===== src/rtl/multicycle_control.sv =====
// Multi-cycle control FSM: sequences each instruction through FETCH, DECODE, EXECUTE,
// MEM and WRITEBACK with variable-latency memory handshakes, stall, trap and retire count.
module multicycle_control #(
    parameter int OPCODE_W     = 6,
    parameter int CNT_W        = 32,
    parameter bit ILLEGAL_TRAP = 1'b1
) (
    input  logic                clk,
    input  logic                rst,
    input  logic [OPCODE_W-1:0] opcode,
    input  logic                zero,
    input  logic                imem_ready,
    input  logic                dmem_ready,
    input  logic                stall,
    output logic                instr_req,
    output logic                ir_write,
    output logic                pc_write,
    output logic [1:0]          pc_src,
    output logic [1:0]          alu_op,
    output logic                alu_src,
    output logic                reg_dst,
    output logic                mem_to_reg,
    output logic                mem_read,
    output logic                mem_write,
    output logic                reg_write,
    output logic                beq,
    output logic                bne,
    output logic                jump,
    output logic                retire,
    output logic [CNT_W-1:0]    instr_count,
    output logic                illegal_op
);

    typedef enum logic [2:0] {
        S_FETCH,
        S_DECODE,
        S_EXECUTE,
        S_MEM,
        S_WRITEBACK,
        S_TRAP
    } state_t;

    typedef enum logic [2:0] {
        C_LW,
        C_SW,
        C_DP,
        C_BEQ,
        C_BNE,
        C_J,
        C_ILL
    } class_t;

    state_t             state;
    class_t             cls;
    class_t             dec_cls;
    logic [CNT_W-1:0]   cnt;
    logic               ill;

    function automatic class_t decode_class(input logic [OPCODE_W-1:0] op);
        class_t c;
        if (op == OPCODE_W'(0))
            c = C_LW;
        else if (op == OPCODE_W'(1))
            c = C_SW;
        else if ((op >= OPCODE_W'(2)) && (op <= OPCODE_W'(9)))
            c = C_DP;
        else if (op == OPCODE_W'(11))
            c = C_BEQ;
        else if (op == OPCODE_W'(12))
            c = C_BNE;
        else if (op == OPCODE_W'(13))
            c = C_J;
        else
            c = ILLEGAL_TRAP ? C_ILL : C_DP;
        return c;
    endfunction

    always_comb dec_cls = decode_class(opcode);

    always_ff @(posedge clk) begin
        if (rst) begin
            state <= S_FETCH;
            cls   <= C_DP;
            cnt   <= '0;
            ill   <= 1'b0;
        end else begin
            if (retire)
                cnt <= cnt + CNT_W'(1);
            case (state)
                S_FETCH: begin
                    if (!stall && imem_ready)
                        state <= S_DECODE;
                end
                S_DECODE: begin
                    cls <= dec_cls;
                    if (dec_cls == C_ILL) begin
                        state <= S_TRAP;
                        ill   <= 1'b1;
                    end else begin
                        state <= S_EXECUTE;
                    end
                end
                S_EXECUTE: begin
                    case (cls)
                        C_LW, C_SW: state <= S_MEM;
                        C_DP:       state <= S_WRITEBACK;
                        default:    state <= S_FETCH;
                    endcase
                end
                S_MEM: begin
                    if (dmem_ready)
                        state <= (cls == C_LW) ? S_WRITEBACK : S_FETCH;
                end
                S_WRITEBACK: state <= S_FETCH;
                S_TRAP:      state <= S_TRAP;
                default:     state <= S_FETCH;
            endcase
        end
    end

    // Control outputs decode the current state directly so handshakes complete in the ready cycle.
    always_comb begin
        instr_req  = 1'b0;
        ir_write   = 1'b0;
        pc_write   = 1'b0;
        pc_src     = 2'b00;
        alu_op     = 2'b00;
        alu_src    = 1'b0;
        reg_dst    = 1'b0;
        mem_to_reg = 1'b0;
        mem_read   = 1'b0;
        mem_write  = 1'b0;
        reg_write  = 1'b0;
        beq        = 1'b0;
        bne        = 1'b0;
        jump       = 1'b0;
        retire     = 1'b0;
        if (!rst) begin
            case (state)
                S_FETCH: begin
                    if (!stall) begin
                        instr_req = 1'b1;
                        ir_write  = imem_ready;
                        pc_write  = imem_ready;
                    end
                end
                S_EXECUTE: begin
                    case (cls)
                        C_LW, C_SW: begin
                            alu_op  = 2'b10;
                            alu_src = 1'b1;
                        end
                        C_BEQ: begin
                            alu_op   = 2'b01;
                            beq      = 1'b1;
                            pc_src   = 2'b01;
                            pc_write = zero;
                            retire   = 1'b1;
                        end
                        C_BNE: begin
                            alu_op   = 2'b01;
                            bne      = 1'b1;
                            pc_src   = 2'b01;
                            pc_write = !zero;
                            retire   = 1'b1;
                        end
                        C_J: begin
                            jump     = 1'b1;
                            pc_src   = 2'b10;
                            pc_write = 1'b1;
                            retire   = 1'b1;
                        end
                        default: ;
                    endcase
                end
                S_MEM: begin
                    alu_op    = 2'b10;
                    alu_src   = 1'b1;
                    mem_read  = (cls == C_LW);
                    mem_write = (cls == C_SW);
                    retire    = (cls == C_SW) && dmem_ready;
                end
                S_WRITEBACK: begin
                    reg_write  = 1'b1;
                    mem_to_reg = (cls == C_LW);
                    reg_dst    = (cls != C_LW);
                    retire     = 1'b1;
                end
                default: ;
            endcase
        end
    end

    assign instr_count = rst ? '0 : cnt;
    assign illegal_op  = ill & ~rst;

endmodule


===== config.mk =====
export PLATFORM = sky130hd
export DESIGN_NAME = multicycle_control
export DESIGN_NICKNAME = d
export VERILOG_FILES = /design/src/rtl/multicycle_control.sv
export SDC_FILE = /design/constraint.sdc
export NUM_CORES = 1
export LEC_CHECK = 0
export BUFFER_PORTS_ARGS = -buffer_cell sky130_fd_sc_hd__buf_4
export CORE_MARGIN = 2
export CORE_UTILIZATION = 50
export DETAILED_ROUTE_END_ITERATION = 10
export PLACE_DENSITY_LB_ADDON = 0.08
export SETUP_SLACK_MARGIN = 0.2
export SYNTH_ARGS = -nofsm -noshare
export SYNTH_HDL_FRONTEND = slang
export SYNTH_SLANG_ARGS = --single-unit

===== constraint.sdc =====
create_clock -name clk -period 3.88 [get_ports clk]
set_input_delay 0.776 -clock clk [delete_from_list [all_inputs] [get_ports clk]]
set_output_delay 0.776 -clock clk [all_outputs]
set_load 0.01 [all_outputs]

== Yosys cells after proc, flatten, opt, wreduce, memory -nomap -nowiden ==
Cells that the tools add are included.

* Latch bits: 0
* Bits of input ports: 12
* Memories: 0
* Bits in read-only memories: 0
* Output and inout port bits: 50
* Flip-flop bits (word level): 39
* RAM bits: 0
* Word-level logic and storage cells: 93

* Muxes and demuxes: 53
* Bitwise logic cells: 2
* Reduce and logical (&&, ||, !) cells: 14
* Multipliers: 0
* Order comparisons: 2
* Div/mod/pow operators: 0
* Shifts and indexed selects: 0
* $add $sub $neg: 1
* Eq/ne operators: 17

{| class="wikitable"
|+ Operator list
! cell !! count
|-
| adder 32 x 1 -> 32 bit (second input constant) || 1
|-
| two-way mux 32 bit || 1
|-
| two-way mux 1 bit || 30
|-
| two-way mux 3 bit || 8
|-
| == test 6 x 4 -> 1 bit (second input constant) || 3
|-
| == test 3 bit (second input constant) || 5
|-
| one-hot mux 3 bit (5 select lines) || 1
|-
| == test 3 x 2 -> 1 bit (second input constant) || 4
|-
| one-hot mux 2 bit (2 select lines) || 3
|-
| two-way mux 2 bit || 5
|-
| == test 3 x 1 -> 1 bit (second input constant) || 2
|-
| == test 6 x 1 -> 1 bit (second input constant) || 1
|-
| >= comparator 6 x 2 -> 1 bit (second input constant) || 1
|-
| <= comparator 6 x 4 -> 1 bit (second input constant) || 1
|-
| zero test 3 bit || 2
|-
| zero test 6 bit || 1
|-
| one-hot mux 1 bit (3 select lines) || 2
|-
| one-hot mux 3 bit (2 select lines) || 1
|-
| inequality test 2 bit (second input constant) || 2
|-
| one-hot mux 1 bit (2 select lines) || 2
|-
| AND reduction 2 bit || 2
|-
| OR reduction 2 bit || 2
|-
| logical AND 1 bit || 3
|-
| nonzero test 3 bit || 1
|-
| other kinds (4) || 5
|}

== Logic depth before layout (Yosys ltp) ==
* Depth in word-level cells: 10
* Mapped depth: 8
* Gate-level depth less buffers: 6

== Worst setup path after synthesis ==
Ideal clock, no wire load.

* Path kind: in2out
* Start: input port rst
* End: output port pc_src[1]
* Stages on the path: 6
* Path buffers: 3
* Required time: 3104 ps
* Arrival: 1906 ps
* Slack: 1198 ps
* Path through: clkbuf_1 clkbuf_1 nor3_1 nand3_1 nor2_1 buf_4

* Word-level cells in the longest chain between the ends: 1

{| class="wikitable"
|+ Ends and longest elaborated chain
! item !! line !! RTL
|-
| start: declaration || 9 || <nowiki>input logic rst,</nowiki>
|-
| two-way mux 2 bit || 138 || <nowiki>if (!rst) begin</nowiki>
|-
| end: declaration || 18 || <nowiki>output logic [1:0] pc_src,</nowiki>
|}

Every way passes these cells.

== Worst setup path after layout ==
* Start: input port rst
* End: output port retire

* Word-level cells in the longest chain between the ends: 1

{| class="wikitable"
|+ Ends and longest elaborated chain
! item !! line !! RTL
|-
| two-way mux 1 bit || 138 ||
|-
| end: declaration || 29 || <nowiki>output logic retire,</nowiki>
|}

Every way passes these cells.

==> impl_metrics.tcl <==
set metrics [dict create \
    grt_pass1_wl_mm 9.31 \
    cap_violations 0 \
    synth_edf_count 0 \
    relSlewSlack_pct 45.4 \
    start_kind "input port" \
    syn_area_per_cell_um2 7.72 \
    synthDistinctLibCells 59 \
    cts.sinks 39 \
    syn_to_final_growth_pct 22.9 \
    htree_num_levels 2 \
    viasPerCell 5.60 \
    die_y_um 74.5 \
    synth_nets 335 \
    p_per_area_nw_per_um2 272 \
    timing.final.crit_share_pct 76.2 \
    synthTopCellsByArea "dfxtp_1, nor2b_1, a21oi_1" \
    antenna_found_initial 0 \
    cp.arrival_ns 2.18 \
    drtIter0Drc 100 \
    yosys_warnings 0 \
    drive_gt1_share_pct 22.6 \
    layout.nets 383 \
    required_ns 3.10 \
    clkTransAtPathRegs_ns 0.07 \
    drtPass1Iterations 4 \
    end_kind "output port" \
    cts_root_buf "clkbuf_8" \
    cts_tree "done" \
    clkPwrFrac_pct 42.2 \
    intPower_mw 0.641 \
    min_period_ns 2.95 \
    min_path_type "register to register" \
    cts_buffers 5 \
    slowest_delay_ns 0.49 \
    synth_seq_cells 39 \
    placementRows 25 \
    die_x_um 74.5 \
    port_buffers 61 \
    rr_startpoint "cnt[0]" \
    cts_hold_buf 0 \
    holdWs_ns 0.464 \
    worst_pin_slew_ns 0.813 \
    clock_skew_ns 0.00532 \
    drv_slew 0 \
    fin_tns_setup_ns 0 \
    fmax_mhz 338 \
    post_drt_wl_per_cell_um 12.9 \
    coreArea_um2 4750 \
    path_cells "buf_4, nor3b_1, nor2_1, a21o_1, inv_2, buf_4" \
    power_leakage_nw 1.12 \
    start_util_pct 52.3 \
    slowest_stage "nor3b_1" \
    final_common_cell "buf_4" \
    hold_start "ill" \
    grt.overflow.total 0 \
    vdd.ir_drop.worst_mv 0.193 \
    cts_resized 0 \
    grt_max_degree 74 \
    synth_top_area_cell "dfxtp_1" \
    hold_viol 0 \
    power_mw 0.830 \
    crit_start "rst" \
    clock_latency_ns 0.29 \
    first_global_vias 2091 \
    p_comb_share_pct 7.6 \
    cts_setup_buffers 0 \
    setup_ws_ns 0.925 \
    gr-usage-all-layers_pct 21.1 \
    synth.top_cell.area_share_pct 31.4 \
    hpwl_mm 4.02 \
    status "complete, no violations" \
    antennaDiodeCount 0 \
    ant_nets 0 \
    cts_max_path_buffers 2 \
    drc 0 \
    pre_cts_ws_ns 0.923 \
    synthArstFlopShare_pct 0 \
    setup_violations 0 \
    final_cell_mix "buf_4, dfxtp_1, nor2b_1, nor2_1, a21oi_1" \
    seq_area_frac_synth_pct 31.4 \
    gp_congestion 0.823 \
    ys.flop_type "dfxtp_1" \
    syn_inst 322 \
    switching_share_pct 22.8 \
    switchingPower_mw 0.189 \
    pin_count 62 \
    crit_top_cell "buf_4" \
    rsz0062_at_grt "false" \
    syn-cell-area_um2 2490 \
    wl_mm 5.65 \
    critPathMaxFanout 73 \
    p_seq_share_pct 50.2 \
    die_area_um2 5550 \
    path_class "input port to output port" \
    vias 2454 \
]
[logic make-up (layout without fill, tap and decap cells)]
family / after synthesis / in the layout / share of synthesized area (%)
AND/OR/NAND/NOR: 164 / 164 / 38.7
AO/OA/AOI/OAI: 74 / 74 / 19.0
flip-flops: 39 / 39 / 31.4
buffers and inverters: 33 / 82 / 5.89
multiplexers: 6 / 6 / 2.72
XOR/XNOR: 5 / 5 / 1.76
adder cells (fa/ha/maj): 1 / 1 / 0.503
[registers in the layout (all words and copies together), names as in the netlist]
| register | count |
|---|---|
| state | 3 |
| cnt | 32 |
| ill | 1 |
| cls | 3 |
[per-stage QoR]
step	area (µm²)	utilization [%]	cells
CTS	3060	64.3	438
global placement	2940	61.8	430
finish	3060	64.3	438
floorplan	2490	-	322
detailed placement	2940	61.8	430
global route	3060	64.3	438
[power by group through the flow]
stage	clock [mW]	combinational, mW	sequential (mW)
2_1_floorplan	0	0.0532	0.415
3_3_place_gp	0	0.0629	0.425
3_5_place_dp	0	0.0639	0.426
4_1_cts	0.358	0.0641	0.416
5_1_grt	0.379	0.0711	0.418
6_report	0.350	0.0635	0.416
[worst paths after layout]
path | depth (start not counted) | end | slack, ns
worst max-delay path | 6 | retire | 0.93
worst min-delay path | 2 | ill | 0.46
worst max register to register | 6 | cnt[26] | 1.44
worst min register to register | 2 | ill | 0.46
[worst max-delay path, delay by kind of cell]
family	cells	cell delay [ns]
and+or+nand+nor	2	0.62
AOI/OAI and AO/OA	1	0.20
buffers and inverters	3	0.55
[synth_stat cells (5+ instances only)]
cell / instances
dfxtp_1: 39
nor2b_1: 32
nor2_1: 30
a21oi_1: 27
nand2_1: 24
clkbuf_1: 13
nand3_1: 13
o21ai_1: 11
nor3_1: 10
inv_1: 9
nand4_1: 9
o31ai_1: 9
mux2_1: 6
or4_1: 6
and2_1: 5
buf_4: 5
nand2b_1: 5
nand4b_1: 5
o21ai_0: 5
or3_1: 5
[final cells by class]
| class | instances | area (µm²) |
|---|---|---|
| fill | 466 | 1700 |
| multi-input combinational | 250 | 1560 |
| sequential | 39 | 781 |
| timing repair buffer | 63 | 473 |
| tap | 67 | 83.8 |
| clock buffer | 6 | 82.6 |
| inverter | 11 | 41.3 |
| clock inverter | 2 | 35.0 |
[metal layers]
metal  part of all wire [%]  routed length, µm  up-vias  GRT usage, %
li1                       -                  -     1259             -
met1                     47               2640     1133          28.1
met2                     48               2710       58          34.9
met3                    4.6                260        4          3.25
met4                   0.81                 46        0          6.94
met5                      0                  0        -             0
(Power assumes the default switching activity.)
